[src/rtl/counter_pkg.sv]
// Shared constants for the board timers, plus a clog2 helper for
// elaboration-time width checks.
package counter_pkg;

  localparam logic DIR_UP   = 1'b0;
  localparam logic DIR_DOWN = 1'b1;

  localparam int DEFAULT_PRESCALE = 50_000_000;

  // Bits needed to hold values 0..n-1.
  function automatic int clog2(input int n);
    int r;
    r = 0;
    while ((64'd1 << r) < 64'(n)) r++;
    return r;
  endfunction

endpackage

[src/rtl/prescaled_updown_counter_if.sv]
// Switch/button inputs and display outputs of the prescaled up/down counter.
interface prescaled_updown_counter_if #(parameter int WIDTH = 4);
  logic             en;
  logic             dir;
  logic             pushbutton;
  logic [WIDTH-1:0] set;
  logic [WIDTH-1:0] q;
  logic             tick;
  logic             tc;

  modport master (output en, dir, pushbutton, set, input q, tick, tc);
  modport slave  (input en, dir, pushbutton, set, output q, tick, tc);
endinterface

[src/rtl/tick_prescaler.sv]
// Free-running down-counting prescaler; step is a combinational strobe for
// the enabled cycle on which the count reaches zero.
module tick_prescaler
  import counter_pkg::*;
#(
  parameter int PRESCALE = DEFAULT_PRESCALE,
  parameter int PS_WIDTH = 26
) (
  input  logic clk,
  input  logic reset,
  input  logic en,
  input  logic restart,
  output logic step
);

  if (PRESCALE < 1 || clog2(PRESCALE) > PS_WIDTH) begin : g_bad_param
    $error("tick_prescaler: PS_WIDTH too small for PRESCALE, or PRESCALE < 1");
  end

  localparam logic [PS_WIDTH-1:0] RELOAD = PS_WIDTH'(PRESCALE - 1);

  logic [PS_WIDTH-1:0] r_ps_cnt;
  logic                w_zero;

  assign w_zero = (r_ps_cnt == '0);
  // A restart swallows a coincident step so the load owns that edge.
  assign step   = en && w_zero && !restart;

  always_ff @(posedge clk) begin
    if (reset)        r_ps_cnt <= RELOAD;
    else if (restart) r_ps_cnt <= RELOAD;
    else if (en) begin
      if (w_zero) r_ps_cnt <= RELOAD;
      else        r_ps_cnt <= r_ps_cnt - PS_WIDTH'(1);
    end
  end

endmodule

[src/rtl/prescaled_updown_counter.sv]
// Prescaled up/down counter with wrap/saturate and a synchronised,
// edge-detected push-button load of the set switches.
module prescaled_updown_counter
  import counter_pkg::*;
#(
  parameter int WIDTH     = 4,
  parameter int MAX_VALUE = 2**WIDTH - 1,
  parameter int PRESCALE  = DEFAULT_PRESCALE,
  parameter int PS_WIDTH  = 26,
  parameter bit SATURATE  = 1'b0
) (
  input logic                         clk,
  input logic                         reset,
  prescaled_updown_counter_if.slave   cnt_if
);

  if (MAX_VALUE < 1 || MAX_VALUE > 2**WIDTH - 1) begin : g_bad_max
    $error("prescaled_updown_counter: MAX_VALUE out of range for WIDTH");
  end

  localparam logic [WIDTH-1:0] MAX_Q = WIDTH'(MAX_VALUE);

  logic [WIDTH-1:0] r_q;
  logic             r_tick;
  logic             r_tc;
  logic [1:0]       r_pb_sync;
  logic             r_pb_prev;

  logic             w_load;
  logic             w_step;
  logic [WIDTH-1:0] w_set_cl;

  assign w_load   = r_pb_sync[1] && !r_pb_prev;
  assign w_set_cl = (cnt_if.set > MAX_Q) ? MAX_Q : cnt_if.set;

  tick_prescaler #(
    .PRESCALE (PRESCALE),
    .PS_WIDTH (PS_WIDTH)
  ) u_prescaler (
    .clk     (clk),
    .reset   (reset),
    .en      (cnt_if.en),
    .restart (w_load),
    .step    (w_step)
  );

  always_ff @(posedge clk) begin
    if (reset) begin
      r_q       <= '0;
      r_tick    <= 1'b0;
      r_tc      <= 1'b0;
      r_pb_sync <= '0;
      r_pb_prev <= 1'b0;
    end else begin
      r_pb_sync <= {r_pb_sync[0], cnt_if.pushbutton};
      r_pb_prev <= r_pb_sync[1];
      r_tick    <= 1'b0;
      r_tc      <= 1'b0;
      if (w_load) begin
        r_q <= w_set_cl;
      end else if (w_step) begin
        r_tick <= 1'b1;
        if (cnt_if.dir == DIR_UP) begin
          if (r_q >= MAX_Q) begin
            r_tc <= 1'b1;
            r_q  <= SATURATE ? MAX_Q : '0;
          end else begin
            r_q  <= r_q + WIDTH'(1);
          end
        end else begin
          if (r_q == '0) begin
            r_tc <= 1'b1;
            r_q  <= SATURATE ? '0 : MAX_Q;
          end else begin
            r_q  <= r_q - WIDTH'(1);
          end
        end
      end
    end
  end

  assign cnt_if.q    = r_q;
  assign cnt_if.tick = r_tick;
  assign cnt_if.tc   = r_tc;

endmodule

[src/flat_wrapper.sv]
// flat-port wrapper written by rule: the top's interface ports become plain ports
module prescaled_updown_counter_flat import counter_pkg::*;
#(
  parameter int WIDTH     = 4,
  parameter int MAX_VALUE = 2**WIDTH - 1,
  parameter int PRESCALE  = DEFAULT_PRESCALE,
  parameter int PS_WIDTH  = 26,
  parameter bit SATURATE  = 1'b0
)
  (clk, reset, cnt_if_en, cnt_if_dir, cnt_if_pushbutton, cnt_if_set, cnt_if_q, cnt_if_tick, cnt_if_tc);
  prescaled_updown_counter_if #(.WIDTH(WIDTH)) cnt_if_i ();
  input logic clk;
  input logic reset;
  input wire logic [$bits(cnt_if_i.en)-1:0] cnt_if_en;
  input wire logic [$bits(cnt_if_i.dir)-1:0] cnt_if_dir;
  input wire logic [$bits(cnt_if_i.pushbutton)-1:0] cnt_if_pushbutton;
  input wire logic [$bits(cnt_if_i.set)-1:0] cnt_if_set;
  output wire logic [$bits(cnt_if_i.q)-1:0] cnt_if_q;
  output wire logic [$bits(cnt_if_i.tick)-1:0] cnt_if_tick;
  output wire logic [$bits(cnt_if_i.tc)-1:0] cnt_if_tc;
  assign cnt_if_i.en = cnt_if_en;
  assign cnt_if_i.dir = cnt_if_dir;
  assign cnt_if_i.pushbutton = cnt_if_pushbutton;
  assign cnt_if_i.set = cnt_if_set;
  assign cnt_if_q = cnt_if_i.q;
  assign cnt_if_tick = cnt_if_i.tick;
  assign cnt_if_tc = cnt_if_i.tc;
  prescaled_updown_counter #(.WIDTH(WIDTH), .MAX_VALUE(MAX_VALUE), .PRESCALE(PRESCALE), .PS_WIDTH(PS_WIDTH), .SATURATE(SATURATE)) u_core (.clk(clk), .reset(reset), .cnt_if(cnt_if_i));
endmodule
[config.mk]
export PLATFORM = sky130hd
export DESIGN_NAME = prescaled_updown_counter_flat
export DESIGN_NICKNAME = d
export VERILOG_FILES = /design/src/rtl/counter_pkg.sv /design/src/rtl/prescaled_updown_counter_if.sv /design/src/rtl/tick_prescaler.sv /design/src/rtl/prescaled_updown_counter.sv /design/src/flat_wrapper.sv
export SDC_FILE = /design/constraint.sdc
export NUM_CORES = 1
export LEC_CHECK = 0
export CAP_MARGIN = 20
export CORE_ASPECT_RATIO = 0.6
export CORE_MARGIN = 4
export CORE_UTILIZATION = 35
export DETAILED_ROUTE_END_ITERATION = 12
export GPL_ROUTABILITY_DRIVEN = 0
export PLACE_DENSITY = 0.54
export REMOVE_ABC_BUFFERS = 1
export SLEW_MARGIN = 30
export SYNTH_ARGS = -nofsm -noshare
export SYNTH_HDL_FRONTEND = slang
export SYNTH_HIERARCHICAL = 1
export SYNTH_SLANG_ARGS = --single-unit
[constraint.sdc]
create_clock -name clk -period 3.1 [get_ports clk]
set_clock_uncertainty 0.2 [all_clocks]
set_input_delay 0.31 -clock clk [delete_from_list [all_inputs] [get_ports clk]]
set_output_delay 0.31 -clock clk [all_outputs]
set_load 0.005 [all_outputs]
== After elaboration in Yosys (flattened, before gate mapping) ==
Index checks and enable logic that the tools add are counted.

* Bits in registers: 35

* Add/sub/neg operators: 3
* Order comparisons: 2
* Reduce and logical (&&, ||, !) cells: 10
* Mux-type cells: 11
* Bitwise operators: 1

{| class="wikitable"
|+ Operators with widths
! kind !! number
|-
| logical NOT 26 bit || 1
|-
| two-way mux 26 bit || 1
|-
| subtractor 26 x 1 -> 26 bit (second input constant) || 1
|-
| two-way mux 4 bit || 6
|-
| adder 4 x 1 -> 4 bit (second input constant) || 1
|-
| >= comparator 4 bit (second input constant) || 1
|-
| greater-than comparator 4 bit (second input constant) || 1
|-
| logical NOT 4 bit || 1
|-
| two-way mux 1 bit || 4
|-
| subtractor 4 x 1 -> 4 bit (second input constant) || 1
|-
| logical AND 1 bit || 3
|-
| OR reduction 3 bit || 1
|-
| logical NOT 1 bit || 2
|-
| nonzero test 2 bit || 1
|-
| OR reduction 2 bit || 1
|-
| NOT 1 bit || 1
|}

== Depth between registers and ports, before layout ==
Gate-level depths: netlist of run 1.

* Depth after elaboration: 6
* Gate-level depth with buffers: 10
* Gate-level depth less buffers: 9

== Hierarchy ==
The synthesis of run 1 kept the hierarchy.

{| class="wikitable"
|+ By module, submodules not included
! module !! times used !! area an instance (µm²) !! cells each
|-
| tick_prescaler || 1 || 1,292.5 || 148
|-
| prescaled_updown_counter || 1 || 484.2 || 54
|}

== Worst setup path after synthesis of run 1 ==
No wires, ideal clock.

* Kind: register to register
* Start point: register u_core.u_prescaler.r_ps_cnt[3]
* End point: register u_core.r_q[2] (netlist: u_core/cnt_if.q[2])
* Library setup time: 86 ps
* Slack: 243 ps
* Period minus slack after synthesis: 2,857 ps
* Arrival: 2,571 ps
* Cell stages (with the launch flop): 9
* Cell sequence: dfxtp_1 > or4_1 > buf_2 > or4_4 > buf_6 > nor3_1 > o21ai_1 > xor2_1 > a211oi_1

* Cells in the longest elaborated chain, start to end: 4

{| class="wikitable"
|+ RTL lines
! item !! RTL line !! text
|-
| start: declaration || tick_prescaler.sv:22 || <nowiki>logic [PS_WIDTH-1:0] r_ps_cnt;</nowiki>
|-
| start signal: assignment || tick_prescaler.sv:34 || <nowiki>else r_ps_cnt <= r_ps_cnt - PS_WIDTH'(1);</nowiki>
|-
| logical NOT 26 bit || tick_prescaler.sv:25 || <nowiki>assign w_zero = (r_ps_cnt == '0);</nowiki>
|-
| logical AND 1 bit (2 in a row) || tick_prescaler.sv:27 || <nowiki>assign step = en && w_zero && !restart;</nowiki>
|-
| net u_core.w_step || prescaled_updown_counter.sv:30 || <nowiki>logic w_step;</nowiki>
|-
| nonzero test 2 bit (no line) || - ||
|-
| end signal: assignment || prescaled_updown_counter.sv:60 || <nowiki>r_q <= w_set_cl;</nowiki>
|-
| end signal: assignment || prescaled_updown_counter.sv:66 || <nowiki>r_q <= SATURATE ? MAX_Q : '0;</nowiki>
|-
| end signal: assignment || prescaled_updown_counter.sv:68 || <nowiki>r_q <= r_q + WIDTH'(1);</nowiki>
|-
| end: declaration || prescaled_updown_counter.sv:23 || <nowiki>logic [WIDTH-1:0] r_q;</nowiki>
|}

The timed path passes the listed nets, and every way through them passes these cells.
A chain may end at the register's enable or synchronous reset.

== Worst setup path in the final report of run 1 ==
Same ends and word-level chain as after synthesis.

==> results.py, run 1 <==
metrics = {
    "setup_path": {
        "crit_type": "reg2reg",
        "crit_end": "u_core/cnt_if.q[2]",
        "r2r_cells": 7,
        "crit_chain": "or4_1 > or4_4 > nor3_1 > buf_4 > o21ai_1 > xor2_1 > a211oi_1",
        "worstSetupStartpoint": "u_core/u_prescaler/r_ps_cnt[3]",
        "path_depth": 7,
        "crit_arrival_ns": 2.61,
        "cp-start-kind": "flip-flop",
        "crit-reg2reg-launch": "u_core/u_prescaler/r_ps_cnt[3]",
        "cpPeakStageDelay_ns": 0.60,
        "cpLargestDelayFamily": "simple AND/OR/NAND/NOR gates",
        "cp_num_buf_inv": 1,
        "cpMaxStageDelayCell": "or4_4",
        "worst_r2r_endpoint": "u_core/cnt_if.q[2]",
        "r2r_setup_slack_ns": 0.48,
        "path_max_fanout": 8,
        "end_kind": "flip-flop",
        "required_ns": 3.09,
    },
    "synth": {
        "yosysMostFrequentCell": "dfxtp_1",
        "async_flop_share_pct": 0,
        "synth_largest_area_cell": "dfxtp_1",
        "synth_ff_type": "dfxtp_1",
        "synth_common_cells": "dfxtp_1 (35), nand2_1 (14), nand3_1 (14), nor2_1 (13), or4_1 (13)",
        "syn-cell-area_sq_um": 1780,
        "yosysWarnings": 6,
        "seq_area_frac_synth_pct": 39.4,
        "synth-edff-count": 0,
        "avgSynthCellArea_sq_um": 8.80,
        "synth_top_area_share_pct": 39.4,
        "netlist_instances": 202,
        "ys_ff_latch": 35,
        "yosys-top-cells-area": "dfxtp_1 (39%), or4_1 (5.5%), nand3_1 (3.9%)",
        "synth.distinct_cells": 44,
    },
    "power_and_ir_drop": {
        "finalPower_uw": 815,
        "p_per_area_nw_per_um2": 396,
        "vdd_drop_max_uv": 172,
        "leakagePower_uw": 0.000674,
    },
    "grt": {
        "grt_pass1_vias": 1509,
        "grt_max_degree": 15,
        "antenna_found_initial": 0,
        "grtUsageTotal_pct": 14.1,
        "grt_pass1_wl_microns": 7200,
        "grt.overflow.total": 0,
    },
    "min_path": {
        "hold_path_class": "reg2reg",
        "hold_depth": 1,
    },
    "cts": {
        "clockBufferDepth": 2,
        "path_clk_slew_ns": 0.06,
        "post_cts_resized": 0,
        "cts_root_buffer": "clkbuf_8",
        "ctsHoldBuffers": 0,
        "cts.sinks": 35,
        "clk_latency_ns": 0.28,
        "cts_buffers": 5,
        "postCtsSetupBuffers": 0,
        "cts.htree.levels": 2,
        "tritoncts": "yes",
    },
    "sta": {
        "slew_viol_final": 0,
        "slew_headroom_pct": 62.0,
        "setup_viol": 0,
        "rsz0062_at_grt": "no",
        "finalCritPeriodShare_pct": 84.6,
        "worst_pin_slew_ns": 0.565,
        "finalHoldViolations": 0,
        "fin_crit_ns": 2.62,
        "tns_ns": 0,
        "max_freq_mhz": 381,
    },
    "layout": {
        "multi_input_area_sq_um": 1000,
        "syn_to_final_growth_pct": 15.9,
        "fin_nets": 233,
        "n_fill_cell": 449,
        "instances_no_fill": 283,
        "utilization_pct": 43.5,
        "antenna_cells": 0,
        "regArea_sq_um": 701,
        "drive_above_1_share_pct": 10.5,
    },
    "route": {
        "routedWlPerCell_microns": 14.4,
        "drtIter0Drc": 75,
        "ant_nets": 0,
        "vias": 1563,
        "finalWirelength_microns": 4080,
        "dr.pass1.iters": 4,
        "drc": 0,
        "avgViaCountPerCell": 5.52,
    },
    "floorplan": {
        "die_h_microns": 63.2,
        "ios": 15,
        "die_area_sq_um": 6320,
        "start_util_pct": 37.6,
        "rows": 19,
        "core_area_sq_um": 4730,
        "fp.dieW_microns": 100,
    },
    "placed_design": {
        "dp_hpwl_microns": 3110,
        "dp.cells": 277,
        "io_buffers": 14,
    },
    "flow_run": {
        "maxCapViolCount": 0,
    },
    "status": {
        "status": "finished, final reports clean",
    },
}
==> layout by cell type, fill, tap and decap left out, types with 2 or more instances in the layout <==
master	count
nand2_1	14
or3_1	11
nor4_1	6
ha_1	3
nor2b_1	4
clkbuf_8	5
xnor2_1	8
nand3_1	14
and2_1	2
dfxtp_1	35
nor2_1	13
or2_2	6
buf_4	6
o31ai_1	8
a211oi_1	2
xor2_1	3
inv_1	5
o211ai_1	2
nand3b_1	4
nor3_1	7
nand2b_1	2
a21oi_1	4
clkdlybuf4s50_1	14
or4_1	13
o21ai_0	9
==> per-layer routing <==
| layer | track usage [%] | vias up | part of all wire [%] |
|---|---|---|---|
| met2 | 20.1 | 33 | 41 |
| met4 | 2.52 | 0 | 0.20 |
| li1 | - | 783 | - |
| met3 | 3.97 | 2 | 5.4 |
| met5 | 0 | - | 0 |
| met1 | 21.2 | 745 | 53 |
==> final cells by class <==
class	count	share of cell area, %
multi-input cells	153	48.5
repair buffers	20	8.99
inverters	6	1.09
flip-flops and latches	35	34.0
well taps	63	3.83
clock buffers	6	3.52
==> how the worst min path moves through the flow <==
stage | start | endpoint | slack, ns
after CTS | u_core/r_pb_sync[0] | u_core/r_pb_sync[1] | 0.25
after floorplan | reset | u_core/r_pb_prev | 0.18
after detailed placement | u_core/r_pb_sync[0] | u_core/r_pb_sync[1] | 0.23
after global placement | u_core/r_pb_sync[0] | u_core/r_pb_sync[1] | 0.22
final | u_core/r_pb_sync[0] | u_core/r_pb_sync[1] | 0.25
after global routing | u_core/r_pb_sync[0] | u_core/r_pb_sync[1] | 0.29
==> per-stage QoR <==
step | cell area [sq um] | hold slack [ns] | setup WS (ns)
after floorplan | 1720 | 0.182 | 0.297
after global placement | 1990 | 0.222 | 0.392
after detailed placement | 1990 | 0.232 | 0.307
after CTS | 2060 | 0.247 | 0.474
after global routing | 2060 | 0.287 | 0.355
final | 2060 | 0.245 | 0.478
==> power breakdown <==
part,switching (uW),internal (uW)
clock,142,149
combinational,29.0,30.9
sequential,7.62,456
==> sequential cells by signal (all words and copies together), names as in the netlist <==
register	count
u_core/r_pb_prev	1
u_core/r_pb_sync	2
u_core/cnt_if.tc	1
u_core/cnt_if.q	4
u_core/u_prescaler/r_ps_cnt	26
u_core/cnt_if.tick	1
==> cell families (layout without fill, tap and decap cells) <==
family / count (synthesis) / after routing / share of synthesized area (%)
AO/OA/AOI/OAI: 35 / 35 / 14.4
XOR/XNOR: 11 / 11 / 5.42
adder cells (fa/ha/maj): 3 / 3 / 2.11
buffers and inverters: 14 / 32 / 4.30
flip-flops: 35 / 35 / 39.4
multiplexers: 1 / 1 / 0.563
AND/OR/NAND/NOR: 103 / 103 / 33.7
(Power assumes the default switching activity.)
==> run 2: changes to the inputs <==
- PLACE_DENSITY: 0.54 -> 0.52
- clock period: 3.1 -> 2.6 ns (I/O delays scaled with it)
==> results.py, run 2 (same netlist as run 1, synthesis figures left out) <==
metrics = {
    "status": {
        "status": "finished, final reports clean",
    },
    "setup_path": {
        "end_kind": "flip-flop",
        "crit_type": "reg2reg",
        "path_depth": 8,
        "cpPeakStageDelay_ns": 0.56,
        "crit_arrival_ns": 2.45,
        "path_max_fanout": 5,
        "required_ns": 2.55,
        "cp-start-kind": "flip-flop",
        "cp_num_buf_inv": 1,
        "cpMostUsedCell": "or4_4",
        "crit_chain": "or4_4 > or4_4 > nor3_2 > buf_4 > nand2b_1 > nand3_1 > a21oi_1 > a311oi_1",
        "r2r_cells": 8,
        "cpMaxStageDelayCell": "or4_4",
        "cpLargestDelayFamily": "simple AND/OR/NAND/NOR gates",
    },
    "layout": {
        "antenna_cells": 0,
        "layout_common_cells": "dfxtp_1 (34), clkdlybuf4s50_1 (14), nand3_1 (14), nand2_1 (14), nor2_1 (13)",
        "syn_to_final_growth_pct": 22.3,
        "instances_no_fill": 291,
        "n_fill_cell": 467,
        "final_common_cell": "dfxtp_1",
        "fin_nets": 239,
        "top_register": "u_core/u_prescaler/r_ps_cnt",
        "drive_above_1_share_pct": 16.7,
        "largest_register_ffs": 26,
    },
    "cts": {
        "cts_buffers": 5,
        "clockBufferDepth": 2,
        "ctsHoldBuffers": 0,
        "tritoncts": "yes",
        "clk_latency_ns": 0.28,
        "cts.htree.levels": 2,
        "cts.sinks": 35,
        "cts_root_buffer": "clkbuf_8",
        "path_clk_slew_ns": 0.07,
    },
    "power_and_ir_drop": {
        "leakagePower_uw": 0.000724,
        "vdd_drop_max_uv": 238,
        "p_per_area_nw_per_um2": 484,
        "finalPower_uw": 1050,
    },
    "floorplan": {
        "ios": 15,
        "rows": 19,
        "core_area_sq_um": 4730,
        "start_util_pct": 37.6,
        "die_area_sq_um": 6320,
        "fp.dieW_microns": 100,
        "die_h_microns": 63.2,
    },
    "sta": {
        "worst_pin_slew_ns": 0.541,
        "slew_viol_final": 0,
        "max_freq_mhz": 399,
        "finalHoldViolations": 0,
        "tns_ns": 0,
        "finalCritPeriodShare_pct": 96.3,
        "slew_headroom_pct": 63.6,
        "whs_ns": 0.251,
        "fin_crit_ns": 2.50,
        "setup_viol": 0,
    },
    "route": {
        "finalWirelength_microns": 4340,
        "vias": 1615,
        "routedWlPerCell_microns": 14.9,
        "drc": 0,
        "ant_nets": 0,
        "avgViaCountPerCell": 5.55,
        "drtIter0Drc": 121,
        "dr.pass1.iters": 4,
    },
    "placed_design": {
        "dp_hpwl_microns": 3290,
        "io_buffers": 14,
        "dp.cells": 282,
    },
    "grt": {
        "grt_pass1_wl_microns": 7400,
        "grt_max_degree": 15,
        "grtUsageTotal_pct": 14.4,
        "antenna_found_initial": 0,
        "grt.overflow.total": 0,
        "grt_pass1_vias": 1575,
    },
    "min_path": {
        "hold_path_class": "reg2reg",
        "hold_depth": 1,
    },
    "flow_run": {
        "maxCapViolCount": 0,
    },
}
## run 2: worst register-to-register path, delay by kind of cell (launching register included)
| kind | cells | cell delay, ns |
|---|---|---|
| flops | 1 | 0.34 |
| compound gates | 2 | 0.23 |
| buf+inv | 1 | 0.17 |
| simple gates | 5 | 1.43 |
## run 2: timing repair
item                       CTS  global route
setup endpoints to repair    0            14
gates resized for setup      0             7
setup buffers                0             1
## run 2: area by class of cell
| type | instances | area, sq um | area share [%] |
|---|---|---|---|
| timing repair buffer | 26 | 243 | 11.2 |
| tap | 63 | 78.8 | 3.63 |
| clock buffer | 8 | 100 | 4.61 |
| multi-input combinational | 153 | 1030 | 47.2 |
| sequential | 35 | 702 | 32.3 |
| inverter | 6 | 22.5 | 1.04 |
## run 2: report_power, final
part / total, uW / switching [uW] / leakage [uW] / internal [uW]
Clock: 423 / 182 / 0.0000515 / 242
Sequential: 553 / 9.61 / 0.000283 / 543
Combinational: 75.8 / 36.9 / 0.000389 / 38.9
Total: 1050 / 228 / 0.000724 / 824
## run 2: layer usage
layer  global-route usage [%]  vias to the layer above  wire, microns
met5                        0                        -              0
met4                     2.69                        0             12
met3                     4.08                        4            327
met2                     19.0                       37           1800
met1                     22.8                      775           2200
li1                         -                      799              -
## run 2: worst paths after layout
path	start	to	slack (ns)
min	u_core/r_pb_sync[0]	u_core/r_pb_sync[1]	0.25
max	u_core/u_prescaler/r_ps_cnt[4]	u_core/cnt_if.q[3]	0.1
min reg2reg	u_core/r_pb_sync[0]	u_core/r_pb_sync[1]	0.25
max reg2reg	u_core/u_prescaler/r_ps_cnt[4]	u_core/cnt_if.q[3]	0.1
## run 2: metrics by stage
stage               worst slack, ns  cell area, sq um  util [%]
floorplan                    -0.203              1720         -
global placement            -0.0268              2020      42.8
detailed placement           -0.190              2020      42.8
CTS                          0.0224              2120      44.9
global route                -0.0155              2170      45.9
finish                       0.0956              2170      45.9
